File: src/rtl/button_events_if.sv
// Event handshake between button_events (master) and its consumer (slave).
interface button_events_if;
   logic       evt_valid;
   logic       evt_ready;
   logic [1:0] evt_btn;
   logic [1:0] evt_type;

   modport master (output evt_valid, output evt_btn, output evt_type, input evt_ready);
   modport slave  (input evt_valid, input evt_btn, input evt_type, output evt_ready);
endinterface

File: src/rtl/button_events.sv
// button_events: turns four debounced button levels into PRESS / RELEASE /
// auto-repeat REPEAT events, staged through one pending slot per button and
// a 4-deep show-ahead FIFO with a valid/ready handshake.
module button_events #(
   parameter int CLK_DIV   = 50000,
   parameter int HOLD_MS   = 500,
   parameter int REPEAT_MS = 100
) (
   input  logic                   clk,
   input  logic                   reset,
   input  logic [3:0]             btn_in,
   button_events_if.master        evt,
   output logic                   overflow,
   output logic [3:0]             held
);
   localparam int          DIV_W    = (CLK_DIV > 1) ? $clog2(CLK_DIV) : 1;
   localparam logic [11:0] HOLD_T   = 12'(HOLD_MS);
   localparam logic [11:0] REPEAT_T = 12'(REPEAT_MS);
   localparam logic [1:0]  EV_PRESS = 2'd0, EV_RELEASE = 2'd1, EV_REPEAT = 2'd2;

   logic [DIV_W-1:0] r_div;
   logic             w_tick;
   logic [3:0]       r_btn_q;
   logic [11:0]      r_hcnt [4];
   logic [3:0]       r_phase;
   logic [3:0]       r_pv;
   logic [1:0]       r_pt [4];
   logic             r_ovf;
   logic [3:0]       r_mem [4];
   logic [1:0]       r_rd, r_wr;
   logic [2:0]       r_cnt;

   logic [3:0]       w_press, w_rel, w_rep, w_new, w_clr;
   logic [1:0]       w_ntype [4];
   logic [1:0]       w_sel;
   logic             w_push, w_pop, w_room;

   assign w_tick = (r_div == DIV_W'(CLK_DIV - 1));

   // Free-running ms tick divider.
   always_ff @(posedge clk) begin
      if (reset)       r_div <= '0;
      else if (w_tick) r_div <= '0;
      else             r_div <= r_div + 1'b1;
   end

   // Edge detection and repeat-threshold detection per button.
   always_comb begin
      for (int i = 0; i < 4; i++) begin
         w_press[i] = btn_in[i] & ~r_btn_q[i];
         w_rel[i]   = ~btn_in[i] & r_btn_q[i];
         w_rep[i]   = ~w_press[i] & ~w_rel[i] & r_btn_q[i] & w_tick &
                      ((r_hcnt[i] + 12'd1) == (r_phase[i] ? REPEAT_T : HOLD_T));
         w_new[i]   = w_press[i] | w_rel[i] | w_rep[i];
         w_ntype[i] = w_press[i] ? EV_PRESS : (w_rel[i] ? EV_RELEASE : EV_REPEAT);
      end
   end

   // Lowest-index pending slot wins the single FIFO write port.
   always_comb begin
      w_sel = 2'd0;
      for (int i = 3; i >= 0; i--)
         if (r_pv[i]) w_sel = 2'(i);
      w_pop  = evt.evt_valid & evt.evt_ready;
      w_room = (r_cnt < 3'd4) | w_pop;
      w_push = (|r_pv) & w_room;
      for (int i = 0; i < 4; i++)
         w_clr[i] = w_push && (w_sel == 2'(i));
   end

   // Button level register, hold counters and repeat phase.
   always_ff @(posedge clk) begin
      if (reset) begin
         r_btn_q <= '0;
         r_phase <= '0;
         for (int i = 0; i < 4; i++) r_hcnt[i] <= '0;
      end else begin
         r_btn_q <= btn_in;
         for (int i = 0; i < 4; i++) begin
            if (w_press[i] | w_rel[i]) begin
               r_hcnt[i]  <= '0;
               r_phase[i] <= 1'b0;
            end else if (r_btn_q[i] & w_tick) begin
               if (w_rep[i]) begin
                  r_hcnt[i]  <= '0;
                  r_phase[i] <= 1'b1;
               end else begin
                  r_hcnt[i]  <= r_hcnt[i] + 12'd1;
               end
            end
         end
      end
   end

   // Pending slots: a new event overwrites, a FIFO write drains. A slot being
   // drained on the same edge it receives a new event is not a loss.
   always_ff @(posedge clk) begin
      if (reset) begin
         r_pv  <= '0;
         r_ovf <= 1'b0;
         for (int i = 0; i < 4; i++) r_pt[i] <= '0;
      end else begin
         for (int i = 0; i < 4; i++) begin
            if (w_new[i]) begin
               r_pv[i] <= 1'b1;
               r_pt[i] <= w_ntype[i];
            end else if (w_clr[i]) begin
               r_pv[i] <= 1'b0;
            end
         end
         if (|(w_new & r_pv & ~w_clr)) r_ovf <= 1'b1;
      end
   end

   // Show-ahead FIFO; push and pop on the same edge keep the count.
   always_ff @(posedge clk) begin
      if (reset) begin
         r_rd  <= '0;
         r_wr  <= '0;
         r_cnt <= '0;
         for (int i = 0; i < 4; i++) r_mem[i] <= '0;
      end else begin
         if (w_push) begin
            r_mem[r_wr] <= {w_sel, r_pt[w_sel]};
            r_wr        <= r_wr + 2'd1;
         end
         if (w_pop) r_rd <= r_rd + 2'd1;
         case ({w_push, w_pop})
            2'b10:   r_cnt <= r_cnt + 3'd1;
            2'b01:   r_cnt <= r_cnt - 3'd1;
            default: r_cnt <= r_cnt;
         endcase
      end
   end

   assign evt.evt_valid = (r_cnt != 3'd0);
   assign evt.evt_btn   = r_mem[r_rd][3:2];
   assign evt.evt_type  = r_mem[r_rd][1:0];
   assign overflow      = r_ovf;
   assign held          = r_btn_q;
endmodule

File: src/flat_wrapper.sv
// flat-port wrapper written by rule: the top's interface ports become plain ports
module button_events_flat 
#(
   parameter int CLK_DIV   = 50000,
   parameter int HOLD_MS   = 500,
   parameter int REPEAT_MS = 100
)
  (clk, reset, btn_in, overflow, held, evt_evt_valid, evt_evt_btn, evt_evt_type, evt_evt_ready);
  button_events_if evt_i ();
  input  logic clk;
  input  logic reset;
  input  logic [3:0] btn_in;
  output logic overflow;
  output logic [3:0] held;
  output wire logic [$bits(evt_i.evt_valid)-1:0] evt_evt_valid;
  output wire logic [$bits(evt_i.evt_btn)-1:0] evt_evt_btn;
  output wire logic [$bits(evt_i.evt_type)-1:0] evt_evt_type;
  input wire logic [$bits(evt_i.evt_ready)-1:0] evt_evt_ready;
  assign evt_evt_valid = evt_i.evt_valid;
  assign evt_evt_btn = evt_i.evt_btn;
  assign evt_evt_type = evt_i.evt_type;
  assign evt_i.evt_ready = evt_evt_ready;
  button_events #(.CLK_DIV(CLK_DIV), .HOLD_MS(HOLD_MS), .REPEAT_MS(REPEAT_MS)) u_core (.clk(clk), .reset(reset), .btn_in(btn_in), .evt(evt_i), .overflow(overflow), .held(held));
endmodule
File: config.mk
export PLATFORM = sky130hd
export DESIGN_NAME = button_events_flat
export DESIGN_NICKNAME = d
export VERILOG_FILES = /design/src/rtl/button_events_if.sv /design/src/rtl/button_events.sv /design/src/flat_wrapper.sv
export SDC_FILE = /design/constraint.sdc
export NUM_CORES = 1
export LEC_CHECK = 0
export CORE_UTILIZATION = 56
export DETAILED_ROUTE_END_ITERATION = 6
export PLACE_DENSITY_LB_ADDON = 0.15
export SKIP_CTS_REPAIR_TIMING = 1
export SYNTH_ARGS = -nofsm -noshare
export SYNTH_HDL_FRONTEND = slang
export SYNTH_SLANG_ARGS = --single-unit
export TNS_END_PERCENT = 1
File: constraint.sdc
create_clock -name clk -period 2.3 [get_ports clk]
set_input_delay 0.46 -clock clk [delete_from_list [all_inputs] [get_ports clk]]
set_output_delay 0.46 -clock clk [all_outputs]
set_load 0.02 [all_outputs]
# Word-level counts from Yosys, hierarchy flattened
# Memories as Yosys holds them, arrays and structs flattened. A register that Yosys moved wholly into a read port is not among the register bits.
# Cells that the tools add are included.
[classes]
mux = 115
order_cmp = 1
add_sub_neg = 9
bitwise = 74
reduce_logical = 23
n_eq_ne = 10
[ops]
columns = ["operator", "count"]
rows = [
  ["$mux 12", 12],
  ["$mux 1", 78],
  ["$add 12x1->12 const B", 4],
  ["$eq 12x12->1", 4],
  ["$mux 2", 19],
  ["$mux 9", 4],
  ["$and 1x1->1", 30],
  ["$or 1x1->1", 25],
  ["$add 16x1->16 const B", 1],
  ["$eq 16x16->1 const B", 1],
  ["$not 1->1", 16],
  ["$reduce_or 4->1", 3],
  ["$reduce_bool 2->1", 5],
  ["$reduce_or 2->1", 5],
  ["$and 4x4->4", 2],
  ["$reduce_and 2->1", 4],
  ["$eq 2x2->1 const B", 3],
  ["$pmux 3 s2", 1],
  ["$add 2x1->2 const B", 2],
  ["$eq 2x1->1 const B", 2],
  ["$logic_and 1x1->1", 4],
  ["$mux 4", 1],
  ["$not 4->4", 1],
  ["$add 3x1->3 const B", 1],
  ["other kinds (4)", 4],
]
[totals]
reg_bits = 36
mem_count = 3
elab_cells = 249
out_inout_bits = 10
mem_bits_rw = 72
input_bits = 7
[mem_list]
columns = ["memory", "words", "word_bits", "rd", "rd_ports_with_merged_regs", "wr", "line_no", "source"]
rows = [
  ["u_core.r_hcnt", 4, 12, 4, 0, 4, "button_events.sv:24", "logic [11:0] r_hcnt [4];"],
  ["u_core.r_mem", 4, 4, 1, 1, 4, "button_events.sv:29", "logic [3:0] r_mem [4];"],
  ["u_core.r_pt", 4, 2, 1, 0, 4, "button_events.sv:27", "logic [1:0] r_pt [4];"],
]

# Longest topological paths before layout
# Gate-level depths: netlist of run 1.
[depth]
word_depth = 14
depth_mapped = 11
ltp_nobuf = 9

# Worst setup path after synthesis of run 1
# OpenSTA, ideal clock, no wires.
[synth_timing]
path_kind = "reg2reg"
startpoint = "mem u_core.r_hcnt[2][0] (netlist: u_core.r_hcnt[0][24])"
endpoint = "mem u_core.r_hcnt[2][8] (netlist: u_core.r_hcnt[0][32]), data pin"
path_buffers = 1
t_arrival_ns = 2.285
slack_ns = -0.255
required_ns = 2.029
path_stages_with_launch = 10
period_less_slack_ns = 2.555
setup_ns = 0.271
cell_sequence = "edfxtp_1 ha_1 nand4_1 or3_4 a211oi_2 mux2i_1 or4b_4 nand4_1 buf_2 a21oi_1"
[synth_rtl]
columns = ["element", "line_no"]
rows = [
  ["from (decl)", "button_events.sv:24"],
]

==> results of run 1 <==
==> cell type report <==
type                            count  share of cell area (%)
Clock inverter                      5                   0.536
Sequential cell                   110                    40.4
Multi-Input combinational cell    436                    40.5
Tap cell                          136                    2.35
Clock buffer                       11                    2.11
Inverter                           34                    1.76
Timing Repair Buffer              105                    12.4
==> layer usage <==
metal	global-route usage, %	vias to the layer above	routed length (um)	part of all wire [%]
met1	28.0	2117	5090	43
met3	4.74	22	359	3.0
met5	0	-	0	0
met4	9.76	0	229	1.9
met2	42.4	68	6200	52
li1	-	2294	-	-
==> synth_stat cells (all sizes together) (5+ instances only) <==
| library cell | count | area, um^2 |
|---|---|---|
| a21oi | 15 | 75.1 |
| and2 | 6 | 37.5 |
| and3 | 14 | 87.6 |
| and4 | 5 | 43.8 |
| buf | 6 | 27.5 |
| clkbuf | 10 | 37.5 |
| dfxtp | 38 | 761 |
| edfxtp | 72 | 2160 |
| ha | 22 | 275 |
| inv | 33 | 124 |
| mux2i | 7 | 70.1 |
| nand2 | 39 | 146 |
| nand3 | 31 | 165 |
| nand4 | 19 | 119 |
| nor2 | 110 | 413 |
| nor2b | 8 | 50.1 |
| nor3 | 14 | 70.1 |
| nor4 | 5 | 31.3 |
| o21a | 7 | 52.6 |
| o21ai | 16 | 80.1 |
| or3 | 6 | 42.5 |
| xnor2 | 35 | 307 |
| xor2 | 30 | 263 |
==> registers in the layout, indices dropped and copies added, names as in the netlist, named ones only <==
| name | cells |
|---|---|
| u_core.r_phase | 4 |
| u_core.r_hcnt | 48 |
| u_core.r_wr | 2 |
| u_core.r_pt | 8 |
| u_core.r_pv | 4 |
| u_core.r_rd | 2 |
| u_core.r_div | 16 |
| u_core.r_cnt | 3 |
| u_core.r_mem | 16 |
| u_core.held | 4 |
| u_core.overflow | 1 |
==> per-stage QoR <==
step                setup TNS, ps  total power, mW  instances  setup WS, ps  area (um^2)
floorplan                   -1960             3.11        596          -133         5930
global placement            -1880             3.49        820          -130         6900
detailed placement          -4230             3.53        820          -211         6900
CTS                         -6130             4.68        836          -293         7090
global route                -6470             4.87        837          -361         7240
finish                      -3250             4.64        837          -253         7240
==> power by group through the flow <==
stage | clock network, mW | registers [mW] | logic, mW
after floorplan | 0 | 2.50 | 0.613
after global placement | 0 | 2.52 | 0.971
after detailed placement | 0 | 2.53 | 0.996
after CTS | 1.19 | 2.49 | 1.00
after global routing | 1.24 | 2.53 | 1.11
final | 1.14 | 2.50 | 1.00
==> critical path, stage by stage (launching register included) <==
cell      delay (ps)
edfxtp_1         420
ha_4             160
nand4_1           80
or3_4            400
a211oi_2         200
mux2i_1          120
or4b_4           560
o21a_1           240
nor4b_2          210
==> cell families (layout without fill, tap and decap cells) <==
logic type               count (synthesis)  count (layout)  share of synthesized area, %
XOR/XNOR                                65              65                          9.64
AO/OA/AOI/OAI                           58              58                          6.38
flip-flops                             110             110                          49.5
multiplexers                            11              11                          2.71
adder cells (fa/ha/maj)                 23              23                          5.00
AND/OR/NAND/NOR                        279             279                          23.5
buffers and inverters                   50             155                          3.26
==> how the worst max path moves through the flow <==
stage | end | depth (start not counted)
5_1_grt | u_core.r_hcnt[0][35] | 9
2_1_floorplan | u_core.r_pt[2][0] | 8
3_3_place_gp | u_core.r_pt[2][0] | 8
6_report | u_core.r_pt[2][0] | 8
4_1_cts | u_core.r_pt[2][1] | 8
3_5_place_dp | u_core.r_pt[2][1] | 8
==> key figures, run 1 <==
Worst setup path
  – Crit path arrival time: 2780 ps
  – Critical Path Fanout Max: 4
  – Critical Path RT: 2530 ps
  – Worst Setup SP: u_core.r_hcnt[0][25]
  – R2r setup slk: -250 ps
  – Crit Reg-Reg Startpoint: u_core.r_hcnt[0][25]
  – Reg2reg path depth: 8
  – Crit path capture type: flip-flop
  – Worst reg2reg endpoint: u_core.r_pt[2][0]
  – Critical path type: reg2reg
  – CP Launch Type: flip-flop

Status
  – Status: finished, violations left
  – Failing checks: setup timing

Power and ir drop
  – P_sw: 1.35 mW
  – Lkg Pwr: 2.82 nW
  – Comb pwr share: 21.6%
  – Clock Power Share: 24.6%
  – Internal power: 3.29 mW
  – Fraction of power consumed by sequential logic: 53.8%
  – Max VDD drop: 475 uV
  – Power density over the cells: 641 nW/um^2
  – Sw frac: 29.1%

Finish
  – Reg area: 2920 um^2
  – ANT cells: 0
  – Layout cells sized above 1: 20.3%
  – Most frequent cells in the layout: 110 x nor2_1, 83 x buf_4, 72 x edfxtp_1
  – Footprint of the multi-input gates: 2930 um^2
  – Fillers: 783
  – Layout overhead on the synthesized area: 22.6%
  – Commonest non-fill, non-tap cell in the layout: nor2_1
  – Final Util: 70.4%
  – Nets: 726

GRT
  – Largest net degree at the start of global routing: 19
  – Antenna violations before repair: 0
  – Grt ovf: 0
  – Overall routing resource usage: 23.8%
  – First-pass GRT wire length: 20,600 um
  – Vias in the first global route: 4,547

Clock tree
  – H-tree levels: 3
  – CTS buffer count: 9
  – Clock root buffer: clkbuf_8
  – Number of clock sinks: 110
  – Skew-Pair Late Insertion Delay: 390 ps
  – CTS tree: yes
  – Clk slew on worst S/H paths: 110 ps
  – Clock Path Buffers: 2

Hold path
  – Hold Crit Start: u_core.r_div[0]
  – Hold path depth: 1
  – Hold crit path type: reg2reg
  – Hold endpoint: u_core.r_div[0]

Route
  – Final wirelength: 11,900 um
  – Initial DRT Pass Iterations: 4
  – Final ANT Viol Nets: 0
  – DRC: 0
  – Vias: 4,501
  – DR WL/cell: 14.2 um
  – DRT iter0 DRCs: 215
  – Vias per cell: 5.38

Synthesis
  – Synth warnings: 0
  – Synth unique cells: 54
  – Number of synthesized register bits: 110
  – Synth Cell Area: 5900 um^2
  – Register area share after synthesis: 49.5%
  – FFs w/ async S/R, synth: 0%
  – Mapped Nets: 626
  – Post-Syn Instances: 596
  – EDFF count, synth: 72
  – Syn Area/Cell: 9.90 um^2
  – Most used DFF post-synth: edfxtp_1

Timing
  – Fmax: 392 MHz
  – Final setup violation count: 17
  – Max Slew Vio Count: 0
  – Worst Skew: 19.9 ps
  – Setup repair after global routing missed its margin: true
  – PnR worst setup slack: -253 ps
  – Hold WS: 462 ps
  – Worst Tran Pin Value: 632 ps
  – Fin. Hold Viols: 0
  – Slew HR: 57.5%
  – Fin crit period: 2550 ps
  – Fin crit share: 111%

Floorplanning
  – Die ar.: 11,000 um^2
  – Core area: 10,300 um^2
  – Rows: 37
  – IO Count: 17
  – Die Width: 105 um
  – Die Ht: 105 um
  – Initial cell density of the core: 57.4%

Flow run
  – Max-cap violation count: 0

Place
  – GPL Wtd Cong: 0.836
  – Port Buffer Count: 16
  – Final HPWL DP: 8980 um
(Power assumes the default switching activity.)
==> run 2, diff against run 1 <==
- SETUP_SLACK_MARGIN: unset -> 0.2
==> run 2 against run 1 <==
  * The flow still finishes with violations (setup timing)
  * Critical path depth is the same
  * Utilization rose by 1.0 points
  * Largest power group unchanged
  * Via count about the same
  * Die area did not move
  * Clock power about the same
  * Hold slack hardly changed
  * Highest routed layer unchanged
  * Worst setup slack lost 4.4 ps
  * Sequential cell count is the same
==> key figures, run 2 (same netlist as run 1, synthesis figures left out) <==
Finish
  – ANT cells: 0 (unchanged)
  – Max reg flops: 48 (unchanged)
  – Most frequent cells in the layout: 99 x nor2_1, 83 x buf_4, 72 x edfxtp_1 (was 110 x nor2_1, 83 x buf_4, 72 x edfxtp_1)
  – Fillers: 769 (was 783)
  – Biggest register: u_core.r_hcnt (unchanged)
  – Layout cells sized above 1: 22.8% (was 20.3%)
  – Nets: 726 (unchanged)
  – Final cell count without fillers: 837 (unchanged)
  – Biggest regs: u_core.r_hcnt (48), u_core.r_div (16), u_core.r_mem (16) (unchanged)
  – Final Util: 71.4% (was 70.4%)
  – Layout overhead on the synthesized area: 24.4% (was 22.6%)
  – Commonest non-fill, non-tap cell in the layout: nor2_1 (unchanged)

Route
  – Final wirelength: 12,000 um (was 11,900 um)
  – DRT iter0 DRCs: 198 (was 215)
  – Final ANT Viol Nets: 0 (unchanged)
  – Vias per cell: 5.37 (was 5.38)
  – DR WL/cell: 14.4 um (was 14.2 um)
  – DRC: 0 (unchanged)
  – Initial DRT Pass Iterations: 4 (unchanged)
  – Vias: 4,498 (was 4,501)

Clock tree
  – H-tree levels: 3 (unchanged)
  – CTS tree: yes (unchanged)
  – Skew-Pair Late Insertion Delay: 390 ps (about the same)
  – CTS buffer count: 9 (unchanged)
  – Number of clock sinks: 110 (unchanged)
  – Clock root buffer: clkbuf_8 (unchanged)
  – Clk slew on worst S/H paths: 110 ps (about the same)
  – Clock Path Buffers: 2 (unchanged)

Worst setup path
  – CP bufs+invs: 0 (unchanged)
  – Crit path largest cell delay: 560 ps (about the same)
  – Slowest CP cell: or4b_4 (unchanged)
  – Critical Path Fanout Max: 4 (unchanged)
  – Crit Reg-Reg Startpoint: u_core.r_hcnt[0][25] (unchanged)
  – Critical path type: reg2reg (unchanged)
  – CP Launch Type: flip-flop (unchanged)
  – Worst path cell trace: ha_4 > nand4_1 > or3_4 > a211oi_2 > mux2i_1 > or4b_4 > o21a_1 > nor4b_2 (unchanged)
  – Delay-heaviest family, CP: simple AND/OR/NAND/NOR gates (unchanged)
  – Crit path capture type: flip-flop (unchanged)
  – Worst reg2reg endpoint: u_core.r_pt[2][0] (unchanged)
  – Worst Setup SP: u_core.r_hcnt[0][25] (unchanged)
  – Crit path arrival time: 2790 ps (was 2780 ps)
  – Reg2reg path depth: 8 (unchanged)
  – R2r setup slk: -260 ps (was -250 ps)
  – Critical Path RT: 2530 ps (about the same)

Timing
  – PnR worst setup slack: -257 ps (was -253 ps)
  – Worst Tran Pin Value: 631 ps (was 632 ps)
  – Setup repair after global routing missed its margin: true (unchanged)
  – Worst Skew: 19.3 ps (was 19.9 ps)
  – Final setup violation count: 17 (unchanged)
  – Max Slew Vio Count: 0 (unchanged)
  – Fmax: 391 MHz (was 392 MHz)
  – Fin. Hold Viols: 0 (unchanged)
  – Slew HR: 57.5% (about the same)
  – Fin crit share: 111% (about the same)
  – Fin crit period: 2560 ps (was 2550 ps)

GRT
  – Largest net degree at the start of global routing: 19 (unchanged)
  – Antenna violations before repair: 0 (unchanged)
  – First-pass GRT wire length: 20,600 um (unchanged)
  – Vias in the first global route: 4,547 (unchanged)
  – Overall routing resource usage: 23.8% (unchanged)
  – Grt ovf: 0 (unchanged)

Hold path
  – Hold endpoint: u_core.r_div[0] (unchanged)
  – Hold path depth: 1 (unchanged)
  – Hold Crit Start: u_core.r_div[0] (unchanged)
  – Hold crit path type: reg2reg (unchanged)

Power and ir drop
  – Lkg Pwr: 2.84 nW (was 2.82 nW)
  – Power density over the cells: 634 nW/um^2 (was 641 nW/um^2)
  – Max VDD drop: 477 uV (was 475 uV)

Place
  – Final HPWL DP: 8980 um (unchanged)
  – Pre-CTS setup slack: -211 ps (unchanged)
  – GPL Wtd Cong: 0.836 (unchanged)
  – Port Buffer Count: 16 (unchanged)
  – Dpl cells: 820 (unchanged)

Floorplanning
  – Core area: 10,300 um^2 (unchanged)
  – IO Count: 17 (unchanged)
  – Rows: 37 (unchanged)
  – Die Ht: 105 um (unchanged)
  – Die ar.: 11,000 um^2 (unchanged)
  – Die Width: 105 um (unchanged)
  – Initial cell density of the core: 57.4% (unchanged)

Status
  – Status: finished, violations left (unchanged)
  – Failing checks: setup timing (unchanged)

Flow run
  – Max-cap violation count: 0 (unchanged)
run 2: changes by cell type in the layout (fill, tap and decap cells not counted), sizes merged:
cell,previous run,this run
clkdlybuf4s50,12,11
dlymetal6s2s,4,5
run 2: worst max path at each step:
| stage | to | slack (ps) | cells past startpoint |
|---|---|---|---|
| after floorplan | u_core.r_pt[2][0] | -130 | 8 |
| after global placement | u_core.r_pt[2][0] | -130 | 8 |
| after detailed placement | u_core.r_pt[2][1] | -210 | 8 |
| after CTS | u_core.r_pt[2][1] | -290 | 8 |
| after global routing | u_core.r_hcnt[0][35] | -360 | 9 |
| final | u_core.r_pt[2][0] | -260 | 8 |
run 2: layout make-up:
cell class | instances | area (um^2) | area share, %
clock inverter | 5 | 38.8 | 0.528
multi-input combinational | 436 | 3030 | 41.3
sequential | 110 | 2920 | 39.8
clock buffer | 11 | 153 | 2.08
timing repair buffer | 105 | 898 | 12.2
tap | 136 | 170 | 2.32
inverter | 34 | 128 | 1.74
run 2: metrics by stage:
| step | cell area, um^2 | setup TNS, ps | hold WS [ps] | total power [mW] |
|---|---|---|---|---|
| after floorplan | 5930 | -1960 | 418 | 3.11 |
| after global placement | 6900 | -1880 | 432 | 3.49 |
| after detailed placement | 6900 | -4230 | 439 | 3.53 |
| after CTS | 7090 | -6130 | 463 | 4.68 |
| after global routing | 7340 | -6470 | 480 | 4.89 |
| final | 7340 | -3300 | 462 | 4.65 |
run 2: routing by layer:
layer	track usage, %	share of wire (%)
met4	9.76	2.0
met2	42.4	52
met1	28.0	43
met5	0	0
met3	4.74	2.8
run 2: power by group:
group	switching, mW	total (mW)	internal [mW]
sequential	0.177	2.50	2.32
clock	0.674	1.14	0.469
combinational	0.515	1.01	0.495
